--- src/rtl/ldtu_dec_pkg.sv ---
// Shared constants, word classes and unpack helper for the LiTE-DTU word decoder.
// Optional statistics counters in the top are enabled with LDTU_DEC_STATS_EN.
package ldtu_dec_pkg;

  localparam int unsigned Nbits_32     = 32;
  localparam int unsigned Nbits_12     = 12;
  localparam int unsigned FrameCntBits = 8;
  localparam int unsigned SampleW      = Nbits_12 + 1;
  localparam int unsigned BslW         = 6;
  localparam int unsigned MaxSamples   = 5;
  localparam int unsigned ShiftW       = SampleW * MaxSamples;
  localparam int unsigned RemW         = 3;
  localparam int unsigned StatW        = 16;

  localparam logic [1:0]          HDR_BSL   = 2'b01;
  localparam logic [5:0]          HDR_SIG2  = 6'b001010;
  localparam logic [5:0]          HDR_SIG1  = 6'b001011;
  localparam logic [3:0]          HDR_FRM   = 4'b1101;
  localparam logic [Nbits_32-1:0] IDLE_WORD = 32'hEAAAAAAA;

  typedef enum logic [2:0] {
    KIND_BSL,
    KIND_SIG2,
    KIND_SIG1,
    KIND_FRM,
    KIND_IDLE,
    KIND_BAD
  } word_kind_t;

  typedef enum logic {
    S_IDLE,
    S_EMIT
  } state_t;

  // Lay out the samples of a data word oldest-first from bit 0 of the shift register.
  function automatic logic [ShiftW-1:0] unpack_word(input logic [Nbits_32-1:0] w,
                                                    input word_kind_t kind);
    logic [ShiftW-1:0] sr;
    sr = '0;
    case (kind)
      KIND_BSL: begin
        for (int unsigned i = 0; i < MaxSamples; i++) begin
          sr[i*SampleW +: SampleW] = SampleW'(w[i*BslW +: BslW]);
        end
      end
      KIND_SIG2: sr[2*SampleW-1:0] = w[2*SampleW-1:0];
      KIND_SIG1: sr[SampleW-1:0]   = w[SampleW-1:0];
      default:   sr = '0;
    endcase
    return sr;
  endfunction

endpackage

--- src/rtl/ldtu_dec_classify.sv ---
// Combinational header decode: word class and number of samples it carries.
module ldtu_dec_classify
  import ldtu_dec_pkg::*;
(
  input  logic [Nbits_32-1:0] word_i,
  output word_kind_t          kind_c_o,
  output logic [RemW-1:0]     nsamp_c_o
);

  // Header priority: baseline, two-sample, one-sample, delimiter, idle, anything else.
  always_comb begin
    kind_c_o  = KIND_BAD;
    nsamp_c_o = RemW'(0);
    if (word_i[31:30] == HDR_BSL) begin
      kind_c_o  = KIND_BSL;
      nsamp_c_o = RemW'(MaxSamples);
    end else if (word_i[31:26] == HDR_SIG2) begin
      kind_c_o  = KIND_SIG2;
      nsamp_c_o = RemW'(2);
    end else if (word_i[31:26] == HDR_SIG1) begin
      kind_c_o  = KIND_SIG1;
      nsamp_c_o = RemW'(1);
    end else if (word_i[31:28] == HDR_FRM) begin
      kind_c_o  = KIND_FRM;
    end else if (word_i == IDLE_WORD) begin
      kind_c_o  = KIND_IDLE;
    end
  end

endmodule

--- src/rtl/ldtu_word_decoder.sv ---
// Receive-side unpacker for the LiTE-DTU 32-bit word stream with frame-count checking.
// Define LDTU_DEC_STATS_EN to add saturating word / error statistics outputs.
module ldtu_word_decoder
  import ldtu_dec_pkg::*;
(
  input  logic                    CLK_A,
  input  logic                    reset_A,
  input  logic [Nbits_32-1:0]     word_in,
  input  logic                    word_valid,
  output logic                    word_ready,
  output logic [SampleW-1:0]      sample_out,
  output logic                    sample_bsl,
  output logic                    sample_valid,
  input  logic                    sample_ready,
  output logic                    frame_done,
  output logic                    frame_error,
  output logic                    word_error,
  output logic [FrameCntBits-1:0] frame_cnt
`ifdef LDTU_DEC_STATS_EN
  ,
  output logic [StatW-1:0]        stat_words,
  output logic [StatW-1:0]        stat_word_err,
  output logic [StatW-1:0]        stat_frame_err
`endif
);

  state_t                  state_q;
  logic [ShiftW-1:0]       sr_q;
  logic [RemW-1:0]         rem_q;
  logic                    bsl_q;
  logic [FrameCntBits-1:0] cnt_q;
  logic [FrameCntBits-1:0] frame_cnt_q;
  logic                    frame_done_q;
  logic                    frame_error_q;
  logic                    word_error_q;

  word_kind_t              kind;
  logic [RemW-1:0]         nsamp;
  logic                    smp_acc;
  logic                    last_acc;
  logic                    word_acc;
  logic                    data_acc;
  logic                    frm_acc;
  logic                    bad_acc;
  logic                    frm_mismatch;
  logic [ShiftW-1:0]       sr_shift_d;
  logic [FrameCntBits-1:0] cnt_inc_d;

  ldtu_dec_classify u_classify (
    .word_i    (word_in),
    .kind_c_o  (kind),
    .nsamp_c_o (nsamp)
  );

  // Handshake decode; the last pending sample frees the input in the same cycle.
  always_comb begin
    smp_acc      = (state_q == S_EMIT) && sample_ready;
    last_acc     = smp_acc && (rem_q == RemW'(1));
    word_ready   = !reset_A && ((state_q == S_IDLE) || last_acc);
    word_acc     = word_valid && word_ready;
    data_acc     = word_acc && (nsamp != RemW'(0));
    frm_acc      = word_acc && (kind == KIND_FRM);
    bad_acc      = word_acc && (kind == KIND_BAD);
    frm_mismatch = cnt_q != word_in[27 -: FrameCntBits];
    sr_shift_d   = {{SampleW{1'b0}}, sr_q[ShiftW-1:SampleW]};
    cnt_inc_d    = (cnt_q == {FrameCntBits{1'b1}}) ? cnt_q : cnt_q + FrameCntBits'(1);
  end

  always_ff @(posedge CLK_A) begin
    if (reset_A) begin
      state_q       <= S_IDLE;
      sr_q          <= '0;
      rem_q         <= '0;
      bsl_q         <= 1'b0;
      cnt_q         <= '0;
      frame_cnt_q   <= '0;
      frame_done_q  <= 1'b0;
      frame_error_q <= 1'b0;
      word_error_q  <= 1'b0;
    end else begin
      frame_done_q  <= 1'b0;
      frame_error_q <= 1'b0;
      word_error_q  <= bad_acc;

      if (data_acc) begin
        state_q <= S_EMIT;
        sr_q    <= unpack_word(word_in, kind);
        rem_q   <= nsamp;
        bsl_q   <= (kind == KIND_BSL);
      end else if (last_acc) begin
        state_q <= S_IDLE;
        sr_q    <= '0;
        rem_q   <= '0;
        bsl_q   <= 1'b0;
      end else if (smp_acc) begin
        sr_q    <= sr_shift_d;
        rem_q   <= rem_q - RemW'(1);
      end

      // A sample accepted alongside a delimiter belongs to the next frame.
      if (frm_acc) begin
        frame_done_q  <= 1'b1;
        frame_cnt_q   <= cnt_q;
        frame_error_q <= frm_mismatch;
        cnt_q         <= smp_acc ? FrameCntBits'(1) : FrameCntBits'(0);
      end else if (smp_acc) begin
        cnt_q <= cnt_inc_d;
      end
    end
  end

  assign sample_out   = sr_q[SampleW-1:0];
  assign sample_bsl   = bsl_q;
  assign sample_valid = (state_q == S_EMIT);
  assign frame_done   = frame_done_q;
  assign frame_error  = frame_error_q;
  assign word_error   = word_error_q;
  assign frame_cnt    = frame_cnt_q;

`ifdef LDTU_DEC_STATS_EN
  logic [StatW-1:0] stat_words_q;
  logic [StatW-1:0] stat_word_err_q;
  logic [StatW-1:0] stat_frame_err_q;
  logic             nonidle_acc;

  assign nonidle_acc = word_acc && (kind != KIND_IDLE);

  // Saturating counters, each advancing in the cycle its event is decided.
  always_ff @(posedge CLK_A) begin
    if (reset_A) begin
      stat_words_q     <= '0;
      stat_word_err_q  <= '0;
      stat_frame_err_q <= '0;
    end else begin
      if (nonidle_acc && (stat_words_q != {StatW{1'b1}})) begin
        stat_words_q <= stat_words_q + StatW'(1);
      end
      if (bad_acc && (stat_word_err_q != {StatW{1'b1}})) begin
        stat_word_err_q <= stat_word_err_q + StatW'(1);
      end
      if (frm_acc && frm_mismatch && (stat_frame_err_q != {StatW{1'b1}})) begin
        stat_frame_err_q <= stat_frame_err_q + StatW'(1);
      end
    end
  end

  assign stat_words     = stat_words_q;
  assign stat_word_err  = stat_word_err_q;
  assign stat_frame_err = stat_frame_err_q;
`endif

endmodule

--- config.mk ---
export PLATFORM = sky130hd
export DESIGN_NAME = ldtu_word_decoder
export DESIGN_NICKNAME = d
export VERILOG_FILES = /design/src/rtl/ldtu_dec_pkg.sv /design/src/rtl/ldtu_dec_classify.sv /design/src/rtl/ldtu_word_decoder.sv
export SDC_FILE = /design/constraint.sdc
export NUM_CORES = 1
export LEC_CHECK = 0
export CAP_MARGIN = 30
export CORE_AREA = 2 2 112 82
export DETAILED_ROUTE_END_ITERATION = 12
export DIE_AREA = 0 0 114 84
export HOLD_SLACK_MARGIN = 0.06
export PLACE_DENSITY = 0.74
export SLEW_MARGIN = 20
export SYNTH_ARGS = -nofsm -noshare
export SYNTH_HDL_FRONTEND = slang
export SYNTH_SLANG_ARGS = --single-unit
--- constraint.sdc ---
create_clock -name CLK_A -period 1.71 [get_ports CLK_A]
set_input_delay 0.2565 -clock CLK_A [delete_from_list [all_inputs] [get_ports CLK_A]]
set_output_delay 0.2565 -clock CLK_A [all_outputs]
set_load 0.01 [all_outputs]
==> impl_metrics.json <==
{
  "run_status": "finished, violations left",
  "violations": "negative setup slack",
  "cp_max_fo": 7,
  "ys_types": 52,
  "cts_buffer_depth": 2,
  "ctsHoldBuffers": 0,
  "fin_nets": 506,
  "antenna_found_initial": 0,
  "die_h_um": 84,
  "path_class": "reg -> reg",
  "area_delta_synth_final_pct": 53.0,
  "yosysTopAreaCell": "dfxtp_1",
  "syn-num-nets": 395,
  "worst_pin_slew_ns": 0.674,
  "yosys.area.top_type_share": 0.412,
  "clkTransAtPathRegs_ns": 0.05,
  "slew_headroom": 0.547,
  "ys_seq_area_frac": 0.412,
  "synth_common_cells": "dfxtp_1 (68), nor2_1 (36), a21oi_1 (24), nand3_1 (18)",
  "register_area_sq_um": 1370,
  "grt_setup_unrepaired": "yes",
  "fin_crit_sh": 1.05,
  "globalplace.congestion": 0.903,
  "htreeDepth": 3,
  "layout_setup_ws_ns": -0.0826,
  "hold_path_class": "in -> reg",
  "clk_latency_ns": 0.34,
  "row_count": 29,
  "irDropWorstVdd_v": 0.000486,
  "fin_cells": 580,
  "multi_input_area_sq_um": 1890,
  "die_x_um": 114,
  "final_hold_viol_count": 0,
  "drc": 0,
  "grt_usage": 0.221,
  "yosysMostFrequentCell": "dfxtp_1",
  "synth_edf_count": 0,
  "numPlacedInstances": 550,
  "drtAntennaViolNets": 0,
  "cts.sinks": 68,
  "drtIter0Drc": 207,
  "grt_pass1_vias": 3128,
  "overflow": 0,
  "setup_viol": 26,
  "fillers": 701,
  "initial_core_util": 0.382,
  "antenna-diode-count": 0,
  "cts_tree": "built",
  "ys_warn_count": 0,
  "netlist_area_sq_um": 3300,
  "ys.flop_type": "dfxtp_1",
  "fin_setup_tns_ns": -0.797,
  "grt_max_degree": 28,
  "powerDensity_nw_per_um2": 832,
  "firstDrtPassIters": 5,
  "cp.required_ns": 1.92,
  "leakagePower_nw": 1.90,
  "grt_pass1_wl_um": 16400,
  "drt-total-wl_um": 10700,
  "max_clock_freq_mhz": 558,
  "syn_avg_cell_area_sq_um": 9.27,
  "root_buffer": "clkbuf_16",
  "skew_ns": 0.00715,
  "cts_made_buffers": 9,
  "ys_ff_latch": 68,
  "vias": 3244,
  "finalCriticalPeriod_ns": 1.79,
  "routedWlPerCell_um": 18.5,
  "synthArstFlopShare": 0,
  "start_kind": "flop",
  "end_kind": "flop",
  "arrival_ns": 2.00,
  "portBuffers": 62,
  "totalPowerFinal_w": 0.00420,
  "synth_area_leaders": "dfxtp_1 (41%), nor2_1 (4.1%), a21oi_1 (3.6%)",
  "dieArea_sq_um": 9580,
  "coreArea_sq_um": 8640,
  "drive_gt1_frac": 0.316,
  "io_pins": 63,
  "synth_cells": 356,
  "slew_viol_final": 0,
  "drv_cap": 0,
  "dp_hpwl_um": 7140,
  "viasPerCell": 5.59
}
==> kinds of logic after synthesis <==
kind of cell | share of synthesized area
DFF | 0.412
buffers and inverters | 0.0807
adders and majority gates | 0.0114
xor gates and xnor gates | 0.0345
muxes | 0.0307
AOI/OAI and AO/OA | 0.227
and+or+nand+nor | 0.203
==> critical path, stage by stage (launching register included) <==
cell,delay [ns]
dfxtp_2,0.32
inv_2,0.07
ha_4,0.14
nand3b_4,0.15
a221o_2,0.49
clkbuf_16,0.20
a32oi_1,0.21
nor2_1,0.08
==> path summary, 6_finish.rpt <==
path,startpoint,end,slack [ns],depth (start not counted)
max,rem_q[1],sr_q[24],-0.08,7
min,reset_A,sample_valid,0.22,3
max reg2reg,rem_q[1],sr_q[24],-0.08,7
min reg2reg,sr_q[42],sr_q[42],0.47,2
==> state kept, by name, indices dropped and copies added, names as in the netlist <==
register,flops
frame_error,1
frame_done,1
sample_valid,1
frame_cnt,8
word_error,1
sr_q,44
rem_q,3
sample_bsl,1
cnt_q,8
==> area by class of cell <==
| type | count | share of cell area |
|---|---|---|
| clock buffers | 9 | 0.0446 |
| clock inverters | 7 | 0.0196 |
| inverters | 8 | 0.00595 |
| multi-input cells | 239 | 0.375 |
| flip-flops and latches | 68 | 0.270 |
| well taps | 108 | 0.0268 |
| repair buffers | 141 | 0.258 |
==> stage by stage <==
stage	setup WS (ns)	cell area, sq um	utilization	hold slack, ns
floorplan	0.000523	3320	-	0.372
global placement	-0.513	4340	0.502	0.455
detailed placement	-0.557	4340	0.502	0.458
CTS	-0.0782	4860	0.563	0.228
global route	-0.172	5050	0.585	0.243
finish	-0.0826	5050	0.585	0.224
==> cell usage in the layout, fill, tap and decap left out, types with 3 or more instances in the layout <==
| master | synthesis | routed |
|---|---|---|
| buf_4 | 16 | 65 |
| dfxtp_1 | 68 | 65 |
| clkdlybuf4s50_1 | 0 | 54 |
| nor2_1 | 36 | 34 |
| a21oi_1 | 24 | 21 |
| nand3_1 | 18 | 13 |
| nand2b_1 | 12 | 12 |
| xor2_1 | 12 | 12 |
| nand2_1 | 12 | 11 |
| a22oi_1 | 16 | 11 |
| clkbuf_16 | 0 | 10 |
| mux2i_1 | 9 | 9 |
| buf_6 | 2 | 9 |
| inv_1 | 8 | 7 |
| or3_1 | 9 | 7 |
| a32o_1 | 7 | 7 |
| a32oi_2 | 0 | 7 |
| a22oi_2 | 2 | 7 |
| and2_1 | 9 | 6 |
| a221o_1 | 7 | 6 |
| a32oi_1 | 13 | 6 |
| nand3_2 | 0 | 5 |
| dlygate4sd2_1 | 0 | 5 |
| nor3_1 | 3 | 3 |
| o211ai_1 | 3 | 3 |
| nor4_1 | 3 | 3 |
| nor4bb_1 | 4 | 3 |
| o221ai_1 | 3 | 3 |
| buf_12 | 0 | 3 |
| dfxtp_2 | 0 | 3 |
==> power breakdown <==
group	switching, W	leakage, nW	internal [W]
clock network	0.000723	0.156	0.00128
registers	0.0000312	0.552	0.00163
logic	0.000246	1.20	0.000292
==> layer usage <==
layer,vias up,track usage,part of all wire
li1,1527,-,-
met1,1544,0.303,0.45
met2,157,0.338,0.45
met3,16,0.0741,0.086
met4,0,0.0455,0.013
met5,-,0,0
==> repair_timing <==
item                       4_1_cts  5_1_grt
setup endpoints to repair       58       68
setup buffers                    4        6
hold endpoints to repair         0        0
gates cloned                     2        3
resized for setup               37       41
pin swaps                       16       34
(Power assumes the default switching activity.)
